`src/rtl/bias_pkg.sv`:
```
// Shared types and constants for the bias sequencing controller and its bias_store.
package bias_pkg;

    typedef enum logic [1:0] {
        IDLE  = 2'd0,
        LOAD  = 2'd1,
        READY = 2'd2,
        FETCH = 2'd3
    } bias_state_t;

    localparam int BIAS_W          = 32;
    localparam int BIASES_PER_WORD = 4;
    localparam int WORDS_PER_GROUP = 2;
    localparam int BIASES_PER_GRP  = BIASES_PER_WORD * WORDS_PER_GROUP;

    typedef logic [BIASES_PER_GRP-1:0][BIAS_W-1:0] bias_vec_t;

endpackage

```
`src/rtl/bias_ctrl.sv`:
```
// Per-layer bias sequencer: streams param words into bias_store, then serves
// output-group bias requests, holding the last fetched group for repeat hits.
module bias_ctrl
    import bias_pkg::*;
#(
    parameter int MAX_DEPTH = 256,
    parameter int GRP_W     = $clog2(MAX_DEPTH) - 1
) (
    input  logic                                 clk,
    input  logic                                 rst,
    input  logic                                 cfg_start,
    input  logic [GRP_W:0]                       cfg_num_groups,
    input  logic                                 s_valid,
    output logic                                 s_ready,
    input  logic [BIAS_W*BIASES_PER_WORD-1:0]    s_data,
    output logic                                 load_done,
    output logic                                 bs_wr_en,
    output logic [BIAS_W*BIASES_PER_WORD-1:0]    bs_wr_data,
    output logic                                 bs_rd_en,
    output logic [GRP_W-1:0]                     bs_rd_group,
    input  logic                                 bs_rd_valid,
    input  logic [BIAS_W*BIASES_PER_GRP-1:0]     bs_bias,
    input  logic                                 req_valid,
    output logic                                 req_ready,
    input  logic [GRP_W-1:0]                     req_group,
    output logic                                 bias_valid,
    output logic [GRP_W-1:0]                     bias_group,
    output logic [BIAS_W*BIASES_PER_GRP-1:0]     bias_out,
    output logic                                 err_range
);

    localparam int CNT_W = GRP_W + 2;

    bias_state_t        state_q, state_d;
    logic [GRP_W:0]     num_groups_q, num_groups_d;
    logic [CNT_W-1:0]   wr_cnt_q, wr_cnt_d;
    logic [CNT_W-1:0]   wr_last;
    logic               load_done_q, load_done_d;
    logic               bias_valid_q, bias_valid_d;
    logic [GRP_W-1:0]   bias_group_q, bias_group_d;
    logic [GRP_W-1:0]   fetch_group_q, fetch_group_d;
    bias_vec_t          bias_out_q, bias_out_d;
    logic               err_range_q, err_range_d;
    logic               req_in_range;
    logic               req_hit;

    always_comb begin
        state_d       = state_q;
        num_groups_d  = num_groups_q;
        wr_cnt_d      = wr_cnt_q;
        load_done_d   = load_done_q;
        bias_valid_d  = bias_valid_q;
        bias_group_d  = bias_group_q;
        fetch_group_d = fetch_group_q;
        bias_out_d    = bias_out_q;
        err_range_d   = err_range_q;

        s_ready     = 1'b0;
        req_ready   = 1'b0;
        bs_wr_en    = 1'b0;
        bs_wr_data  = '0;
        bs_rd_en    = 1'b0;
        bs_rd_group = '0;

        wr_last      = CNT_W'(num_groups_q) * CNT_W'(WORDS_PER_GROUP) - CNT_W'(1);
        req_in_range = {1'b0, req_group} < num_groups_q;
        req_hit      = bias_valid_q && (req_group == bias_group_q);

        // A restart wins over everything, including a read still in flight:
        // leaving FETCH here is what makes its late rd_valid harmless.
        if (cfg_start) begin
            state_d      = LOAD;
            num_groups_d = cfg_num_groups;
            wr_cnt_d     = '0;
            load_done_d  = 1'b0;
            bias_valid_d = 1'b0;
            err_range_d  = 1'b0;
        end else begin
            case (state_q)
                IDLE: begin
                end
                LOAD: begin
                    s_ready = 1'b1;
                    if (s_valid) begin
                        bs_wr_en   = 1'b1;
                        bs_wr_data = s_data;
                        wr_cnt_d   = wr_cnt_q + CNT_W'(1);
                        if (wr_cnt_q == wr_last) begin
                            state_d     = READY;
                            load_done_d = 1'b1;
                        end
                    end
                    if (req_valid && !load_done_q) begin
                        err_range_d = 1'b1;
                    end
                end
                READY: begin
                    req_ready = 1'b1;
                    if (req_valid) begin
                        if (!req_in_range) begin
                            err_range_d = 1'b1;
                        end else if (!req_hit) begin
                            bs_rd_en      = 1'b1;
                            bs_rd_group   = req_group;
                            fetch_group_d = req_group;
                            bias_valid_d  = 1'b0;
                            state_d       = FETCH;
                        end
                    end
                end
                FETCH: begin
                    if (bs_rd_valid) begin
                        bias_out_d   = bs_bias;
                        bias_group_d = fetch_group_q;
                        bias_valid_d = 1'b1;
                        state_d      = READY;
                    end
                end
                default: begin
                    state_d = IDLE;
                end
            endcase
        end
    end

    always_ff @(posedge clk) begin
        if (rst) begin
            state_q       <= IDLE;
            num_groups_q  <= '0;
            wr_cnt_q      <= '0;
            load_done_q   <= 1'b0;
            bias_valid_q  <= 1'b0;
            bias_group_q  <= '0;
            fetch_group_q <= '0;
            bias_out_q    <= '0;
            err_range_q   <= 1'b0;
        end else begin
            state_q       <= state_d;
            num_groups_q  <= num_groups_d;
            wr_cnt_q      <= wr_cnt_d;
            load_done_q   <= load_done_d;
            bias_valid_q  <= bias_valid_d;
            bias_group_q  <= bias_group_d;
            fetch_group_q <= fetch_group_d;
            bias_out_q    <= bias_out_d;
            err_range_q   <= err_range_d;
        end
    end

    assign load_done  = load_done_q;
    assign bias_valid = bias_valid_q;
    assign bias_group = bias_group_q;
    assign bias_out   = bias_out_q;
    assign err_range  = err_range_q;

endmodule

```
`config.mk`:
```
export PLATFORM = sky130hd
export DESIGN_NAME = bias_ctrl
export DESIGN_NICKNAME = d
export VERILOG_FILES = /design/src/rtl/bias_pkg.sv /design/src/rtl/bias_ctrl.sv
export SDC_FILE = /design/constraint.sdc
export NUM_CORES = 1
export LEC_CHECK = 0
export BUFFER_PORTS_ARGS = -buffer_cell sky130_fd_sc_hd__clkbuf_2
export CAP_MARGIN = 20
export CORE_AREA = 2 2 313 315
export CTS_CLUSTER_DIAMETER = 60
export CTS_CLUSTER_SIZE = 10
export DETAILED_ROUTE_END_ITERATION = 10
export DIE_AREA = 0 0 315 317
export PLACE_DENSITY = 0.34
export SYNTH_ARGS = -nofsm -noshare
export SYNTH_HDL_FRONTEND = slang
export SYNTH_SLANG_ARGS = --single-unit
```
`constraint.sdc`:
```
create_clock -name clk -period 2.8 [get_ports clk]
set_input_delay 0.42 -clock clk [delete_from_list [all_inputs] [get_ports clk]]
set_output_delay 0.42 -clock clk [all_outputs]
set_load 0.02 [all_outputs]
```
==> results of run 1 <==
==> repair_timing <==
item | 4_1_cts | 5_1_grt
setup buffers | 11 | 4
hold buffers | 206 | 0
cloned | 1 | 0
hold endpoints to repair | 206 | 0
endpoints found under the setup margin | 76 | 8
gates resized for setup | 32 | 22
pin swaps | 6 | 4
==> area by class of cell <==
class | count | area share (%)
timing repair buffer | 1063 | 31.87
sequential | 292 | 27.62
multi-input combinational | 1083 | 25.04
tap | 1276 | 7.523
clock buffer | 53 | 5.837
inverter | 10 | 0.1769
clock inverter | 28 | 1.934
==> synth_stat cells, drive strengths merged <==
library cell | count | area share (%)
a31oi | 2 | 0.11
nand2 | 535 | 17
a31o | 1 | 0.075
a2111oi | 1 | 0.075
clkbuf | 106 | 3.4
mux2i | 17 | 1.5
nor3b | 1 | 0.065
o21a | 1 | 0.065
nand3b | 1 | 0.065
and2 | 9 | 0.49
a21oi | 272 | 12
ha | 11 | 1.2
or2 | 1 | 0.054
o31ai | 1 | 0.065
o211a | 1 | 0.086
nor2 | 30 | 0.97
dfxtp | 292 | 50
o21ba | 1 | 0.086
and4 | 1 | 0.097
o32a | 1 | 0.097
nand2b | 6 | 0.32
nor4 | 1 | 0.054
and3 | 131 | 7.1
nand4 | 10 | 0.54
a21o | 1 | 0.065
nand3 | 5 | 0.22
a211oi | 1 | 0.065
nor2b | 5 | 0.29
buf | 19 | 0.95
nor3 | 5 | 0.22
xnor2 | 13 | 0.98
o21ai | 5 | 0.22
or3 | 3 | 0.16
xor2 | 9 | 0.68
inv | 10 | 0.32
==> where the power goes <==
part	switching [W]	internal (W)	total, W
combinational	0.000679	0.000645	0.00132
clock	0.00232	0.00394	0.00626
sequential	0.0000263	0.00420	0.00422
total	0.00302	0.00878	0.0118
==> sequential cells by signal, indices dropped and copies added (netlist names) <==
signal / flops
bias_out: 256
bias_valid: 1
fetch_group_q: 7
err_range: 1
bias_group: 7
state_q: 2
wr_cnt_q: 9
load_done: 1
num_groups_q: 8
==> how the worst max path moves through the flow <==
| stage | start | endpoint | slack [ns] | cells past startpoint |
|---|---|---|---|---|
| finish | num_groups_q[6] | bs_rd_group[1] | 0.07 | 8 |
| floorplan | state_q[0] | bs_rd_group[0] | 0.38 | 8 |
| global placement | req_group[5] | bs_rd_group[2] | 0.20 | 8 |
| CTS | num_groups_q[5] | bs_rd_group[2] | -0.01 | 8 |
| global route | num_groups_q[6] | bs_rd_group[0] | -0.06 | 8 |
| detailed placement | req_group[5] | bs_rd_group[6] | 0.17 | 8 |
==> cells by family after synthesis <==
| logic type | after synthesis |
|---|---|
| flip-flops | 292 |
| AND/OR/NAND/NOR | 744 |
| XOR/XNOR | 22 |
| buffers and inverters | 135 |
| AO/OA/AOI/OAI | 288 |
| multiplexers | 17 |
| adder cells (fa/ha/maj) | 11 |
==> critical path: stages, from the launching register on <==
cell and delay (ns):
dfxtp_2 0.34, inv_2 0.05, ha_4 0.26, nor2b_4 0.14, nand3_2 0.07, o32a_4 0.34, and4_4 0.22, and2_4 0.17
buf_8 0.12
==> per-layer routing <==
| layer | vias up | share of wire [%] | track usage [%] | wire [um] |
|---|---|---|---|---|
| met5 | - | 0.15 | 0 | 94 |
| met4 | 16 | 2.2 | 2.911 | 1346 |
| met3 | 99 | 9.9 | 5.322 | 6142 |
| met2 | 476 | 47 | 18.63 | 28950 |
| met1 | 6485 | 41 | 14.04 | 25650 |
| li1 | 6936 | - | - | - |
==> layout by cell type (no fill, tap or decap), drive strengths merged, types with 2 or more instances in the layout <==
cell and count:
a21oi 272, a31oi 2, and2 9, and3 131
and4 2, buf 58, bufinv 8, clkbuf 852
clkinv 9, clkinvlp 4, dfxtp 292, dlygate4sd3 206
ha 11, inv 17, mux2i 17, nand2 535
nand2b 6, nand3 5, nand4 10, nor2 30
nor2b 5, nor3 5, o21ai 5, or3 3
xnor2 13, xor2 9
==> through the flow <==
| step | worst slack [ns] | instance area [um2] |
|---|---|---|
| floorplan | 0.3824 | 11610 |
| global placement | 0.1991 | 17220 |
| detailed placement | 0.1708 | 17220 |
| CTS | -0.01105 | 21150 |
| global route | -0.06010 | 21220 |
| finish | 0.06536 | 21220 |
==> results by group, run 1 <==
Drt
  – ANT nets after route: 0
  – Initial DRC count: 758
  – Routed WL: 62190 um
  – Vias: 14.01k
  – First-pass DRT Iterations: 4
  – Mean number of vias per cell: 3.683
  – DRC: 0
  – Drt wl/cell: 16.34 um

Placement
  – GPL Wtd Cong: 0.7528
  – Inst Count DP: 3502
  – IO Port Bufs: 809
  – DP HPWL: 45730 um

Die
  – Site row count: 114
  – Ports: 810
  – Core area: 96280 um2
  – Area of the die: 99860 um2
  – Initial core utilization: 12.06%
  – Die width: 315 um
  – Die Ht: 317 um

Timing
  – RSZ-0062 raised after global routing: yes
  – Hold Fails Final Rpt: 0
  – Rel. slew slack: 31.02%
  – Fin crit period: 2.735 ns
  – Fin Hold WS: 0.05535 ns
  – Final setup fails: 0
  – Clk_skew: 0.03138 ns
  – Period utilisation layout: 97.67%
  – Setup tns final: 0 ns
  – Slew @ Worst Pin: 1.035 ns
  – Peak Freq: 365.7 MHz
  – Pins Over Slew Limit: 0

Finish
  – Sequential cell area: 5862 um2
  – Layout net count: 2913
  – # diodes: 0
  – Layout area overhead: 82.84%
  – Share of cells above drive strength 1: 38.20%
  – Fin util: 22.04%
  – Multi-input gate area: 5315 um2
  – Post-Layout Cell Count: 3805
  – # fillers: 10.94k

Logic synthesis
  – Syn nets: 1925
  – Post-synthesis xor/xnor area fraction: 1.660%
  – Synth Area in Adders: 1.186%
  – Syn Inst Count: 1509
  – Mux contribution to synthesized area: 1.466%
  – Avg Cell Area, Syn: 7.692 um2
  – YS warnings: 0
  – Simple-gate share of the synthesized area: 27.90%
  – Synth unique cells: 39
  – Compound-Gate Fraction of Synth Area: 12.73%
  – Sequential-to-total area share from yosys stat: 50.36%
  – Largest family of logic cells by synthesized area: simple AND/OR/NAND/NOR gates
  – Mapped Area: 11610 um2
  – #FFs+latches synth: 292

Global routing
  – Initial antenna violation count: 10
  – Vias in the first global route: 14.04k
  – GRT Util Overall: 11.62%
  – Remaining Overflow, GRT: 0
  – Largest net degree at the start of global routing: 141
  – Global-route wire length before repair: 88480 um

Min path
  – Hold Path Depth: 3
  – Worst hold path startpoint: bs_bias[182]
  – Worst Hold Class: in -> reg
  – Hold endpoint: bias_out[182]

Worst setup path
  – Arrival time at the worst endpoint: 2.31 ns
  – CP startpoint kind: flop
  – Worst setup EP type: output port
  – Max FO, Critical Path: 5
  – Minimum setup slack among reg-to-reg paths: 0.62 ns
  – R2r worst-path depth: 11
  – Reg-to-reg critical path endpoint: fetch_group_q[0]
  – Critical R2R Launch: num_groups_q[5]
  – CP required: 2.38 ns
  – Worst Setup Path Type: reg -> out

Run
  – Max_cap viols: 0

Clock tree
  – Clk sink count: 292
  – H-tree Lvls: 2
  – Clock Path Buffers: 3
  – Worst skew pair latency: 0.61 ns
  – CTS tree: built
  – Clock root buffer: clkbuf_16
  – CTS Buf Count: 47
  – Reg clk slew, reported paths: 0.05 ns

Status
  – Outcome: completed

Pwr
  – Pwr/cell area: 556.3 nW/um2
  – Worst VDD drop: 0.3716 mV
  – Pwr Total: 0.01181 W
  – Pleak: 9.649 nW
Power figures use the tool's default switching activity.
==> inputs of run 2 (changes only) <==
Settings changed: CORE_AREA 2 2 313 315 to 2 2 311 313, DIE_AREA 0 0 315 317 to 0 0 313 315, PLACE_DENSITY 0.34 to 0.36.
Clock period 2.8 ns to 3.3 ns, I/O delays scaled along.
==> run 2 against run 1 <==
Hold slack better by 0.060 ns. Largest power group unchanged. Critical path type unchanged. Non-clock buffer count fell by 226. Count of clock-buffer cells in the layout increased by 3. Largest cell class is now flip-flops and latches. Total power down 21%.
==> results by group, run 2 (synthesis gave the netlist of run 1 again) <==
Die
  – Die Ht: 315 um (-0.63%)
  – Ports: 810 (unchanged)
  – Site row count: 114 (unchanged)
  – Area of the die: 98600 um2 (-1.3%)
  – Die width: 313 um (-0.63%)
  – Core area: 95710 um2 (-0.59%)
  – Initial core utilization: 12.13% (+0.072 points)

Placement
  – IO Port Bufs: 809 (unchanged)
  – Inst Count DP: 3495 (-0.20%)
  – DP HPWL: 42280 um (-7.5%)
  – Placement Cell Area: 17140 um2 (-0.45%)
  – GPL Wtd Cong: 0.7457 (-0.94%)

Worst setup path
  – CP startpoint kind: flop
  – Worst setup EP type: output port
  – Arrival time at the worst endpoint: 2.62 ns (+0.31 ns)
  – Crit path max-delay family: simple AND/OR/NAND/NOR gates
  – Worst Setup Path Type: reg -> out
  – Slowest CP cell: dfxtp_1
  – CP Cell Sequence: inv_1 -> ha_1 -> nor2b_2 -> nand3_1 -> o32a_2 -> and4_4 -> and2_1 -> clkbuf_2
  – Crit path buf inv count: 2 (unchanged)
  – Max FO, Critical Path: 10 (+5)
  – CP required: 2.80 ns (+0.42 ns)
  – Max incr delay on CP: 0.42 ns (+0.08 ns)

Pwr
  – Pwr/cell area: 500.6 nW/um2 (-10%)
  – Worst VDD drop: 0.3054 mV (-18%)
  – Pleak: 8.575 nW (-11%)
  – Pwr Total: 0.009366 W (-21%)

Clock tree
  – Reg clk slew, reported paths: 0.06 ns (about the same)
  – CTS tree: built
  – Clock Path Buffers: 3 (unchanged)
  – Hold buffers post-CTS: 0 (-100%)
  – Clock root buffer: clkbuf_16
  – H-tree Lvls: 2 (unchanged)
  – Worst skew pair latency: 0.59 ns (-0.02 ns)
  – Clk sink count: 292 (unchanged)
  – CTS Buf Count: 46 (-2.1%)

Drt
  – First-pass DRT Iterations: 5 (+1)
  – Initial DRC count: 776 (+2.4%)
  – Mean number of vias per cell: 3.620 (-1.7%)
  – DRC: 0 (unchanged)
  – Vias: 12.96k (-7.5%)
  – ANT nets after route: 0 (unchanged)
  – Drt wl/cell: 15.72 um (-3.8%)
  – Routed WL: 56280 um (-9.5%)

Global routing
  – Met2 Use GR: 16.60% (-2.0 points)
  – Global-route wire length before repair: 79880 um (-9.7%)
  – Remaining Overflow, GRT: 0 (unchanged)
  – Met1 Track Usage GR: 13.28% (-0.76 points)
  – Largest net degree at the start of global routing: 97 (-31%)
  – GRT Util Overall: 10.54% (-1.1 points)
  – GR peak layer: met2
  – Met3 GRT Util: 3.736% (-1.6 points)
  – Initial antenna violation count: 6 (-4)
  – Vias in the first global route: 12.40k (-12%)

Timing
  – Period utilisation layout: 94.28%
  – Final setup fails: 0 (unchanged)
  – Hold Fails Final Rpt: 0 (unchanged)
  – Fin crit period: 3.111 ns
  – RSZ-0062 raised after global routing: no
  – Pins Over Slew Limit: 0 (unchanged)
  – Rel. slew slack: 64.04% (+33 points)
  – Clk_skew: 0.02341 ns (-0.007976 ns)
  – Peak Freq: 321.4 MHz
  – Slew @ Worst Pin: 0.5395 ns (-0.4952 ns)
  – Setup tns final: 0 ns (unchanged)

Min path
  – Worst Hold Class: in -> reg

Finish
  – Post-Layout Cell Count: 3580 (-5.9%)
  – # fillers: 10.99k (+0.47%)
  – Commonest non-fill, non-tap cells in the layout: 807 x clkbuf_2, 535 x nand2_1, 292 x dfxtp_1
  – Layout net count: 2686 (-7.8%)
  – Fin util: 19.55% (-2.5 points)
  – Most common cell after layout, fill and taps aside: clkbuf_2
  – Multi-input gate area: 5243 um2 (-1.4%)
  – Post-Layout Inst Area: 18710 um2 (-12%)
  – Sequential cell area: 5846 um2 (-0.28%)
  – Max reg flops: 256 (unchanged)
  – Share of cells above drive strength 1: 39.92% (+1.7 points)
  – Layout area overhead: 61.19%

Run
  – Max_cap viols: 0 (unchanged)

Status
  – Outcome: completed
-- run 2: worst reg2reg max path, stage by stage (launching register included) --
cell	delay, ns
dfxtp_1	0.39
inv_1	0.10
ha_1	0.32
a21o_1	0.18
a21oi_1	0.15
o32a_2	0.19
and4_4	0.34
buf_4	0.21
mux2i_1	0.20
nor2_1	0.05
-- run 2: worst paths after layout --
| kind | to | slack [ns] | cells past startpoint | from |
|---|---|---|---|---|
| max | bs_rd_group[2] | 0.19 | 8 | num_groups_q[6] |
| min | bias_out[3] | 0.11 | 3 | bs_bias[3] |
| max reg2reg | fetch_group_q[2] | 1.03 | 9 | num_groups_q[5] |
| min reg2reg | bias_out[96] | 0.45 | 2 | bias_out[96] |
-- run 2: layout make-up --
class	count	area share, %
inverter	10	0.2006
clock buffer	56	6.567
clock inverter	24	1.592
antenna	2	0.02675
tap	1276	8.533
sequential	292	31.24
multi-input combinational	1083	28.02
timing repair buffer	837	23.82
-- run 2: report_power, final --
group	total [W]	switching (W)	internal, W
logic	0.000874	0.000506	0.000368
registers	0.00358	0.0000229	0.00356
clock network	0.00491	0.00192	0.00299
-- run 2: timing repair --
| item | CTS | global route |
|---|---|---|
| setup buffers | 0 | 2 |
| endpoints found under the setup margin | 0 | 86 |
| resized for setup | 0 | 1 |
-- run 2: per-stage QoR --
step | setup slack (ns) | hold WS [ns]
2_1_floorplan | 0.7673 | 0.4313
3_3_place_gp | 0.5280 | 0.4429
3_5_place_dp | 0.5520 | 0.4447
4_1_cts | 0.02572 | 0.05015
5_1_grt | 0.007401 | 0.08473
6_report | 0.1888 | 0.1149
-- run 2: layer usage --
metal  up-vias  wire, um  part of all wire (%)
met5         -        41                 0.073
met4         6      1503                   2.7
met3        81      4487                   8.0
met2       454     26140                    46
met1      5940     24110                    43
li1       6479         -                     -
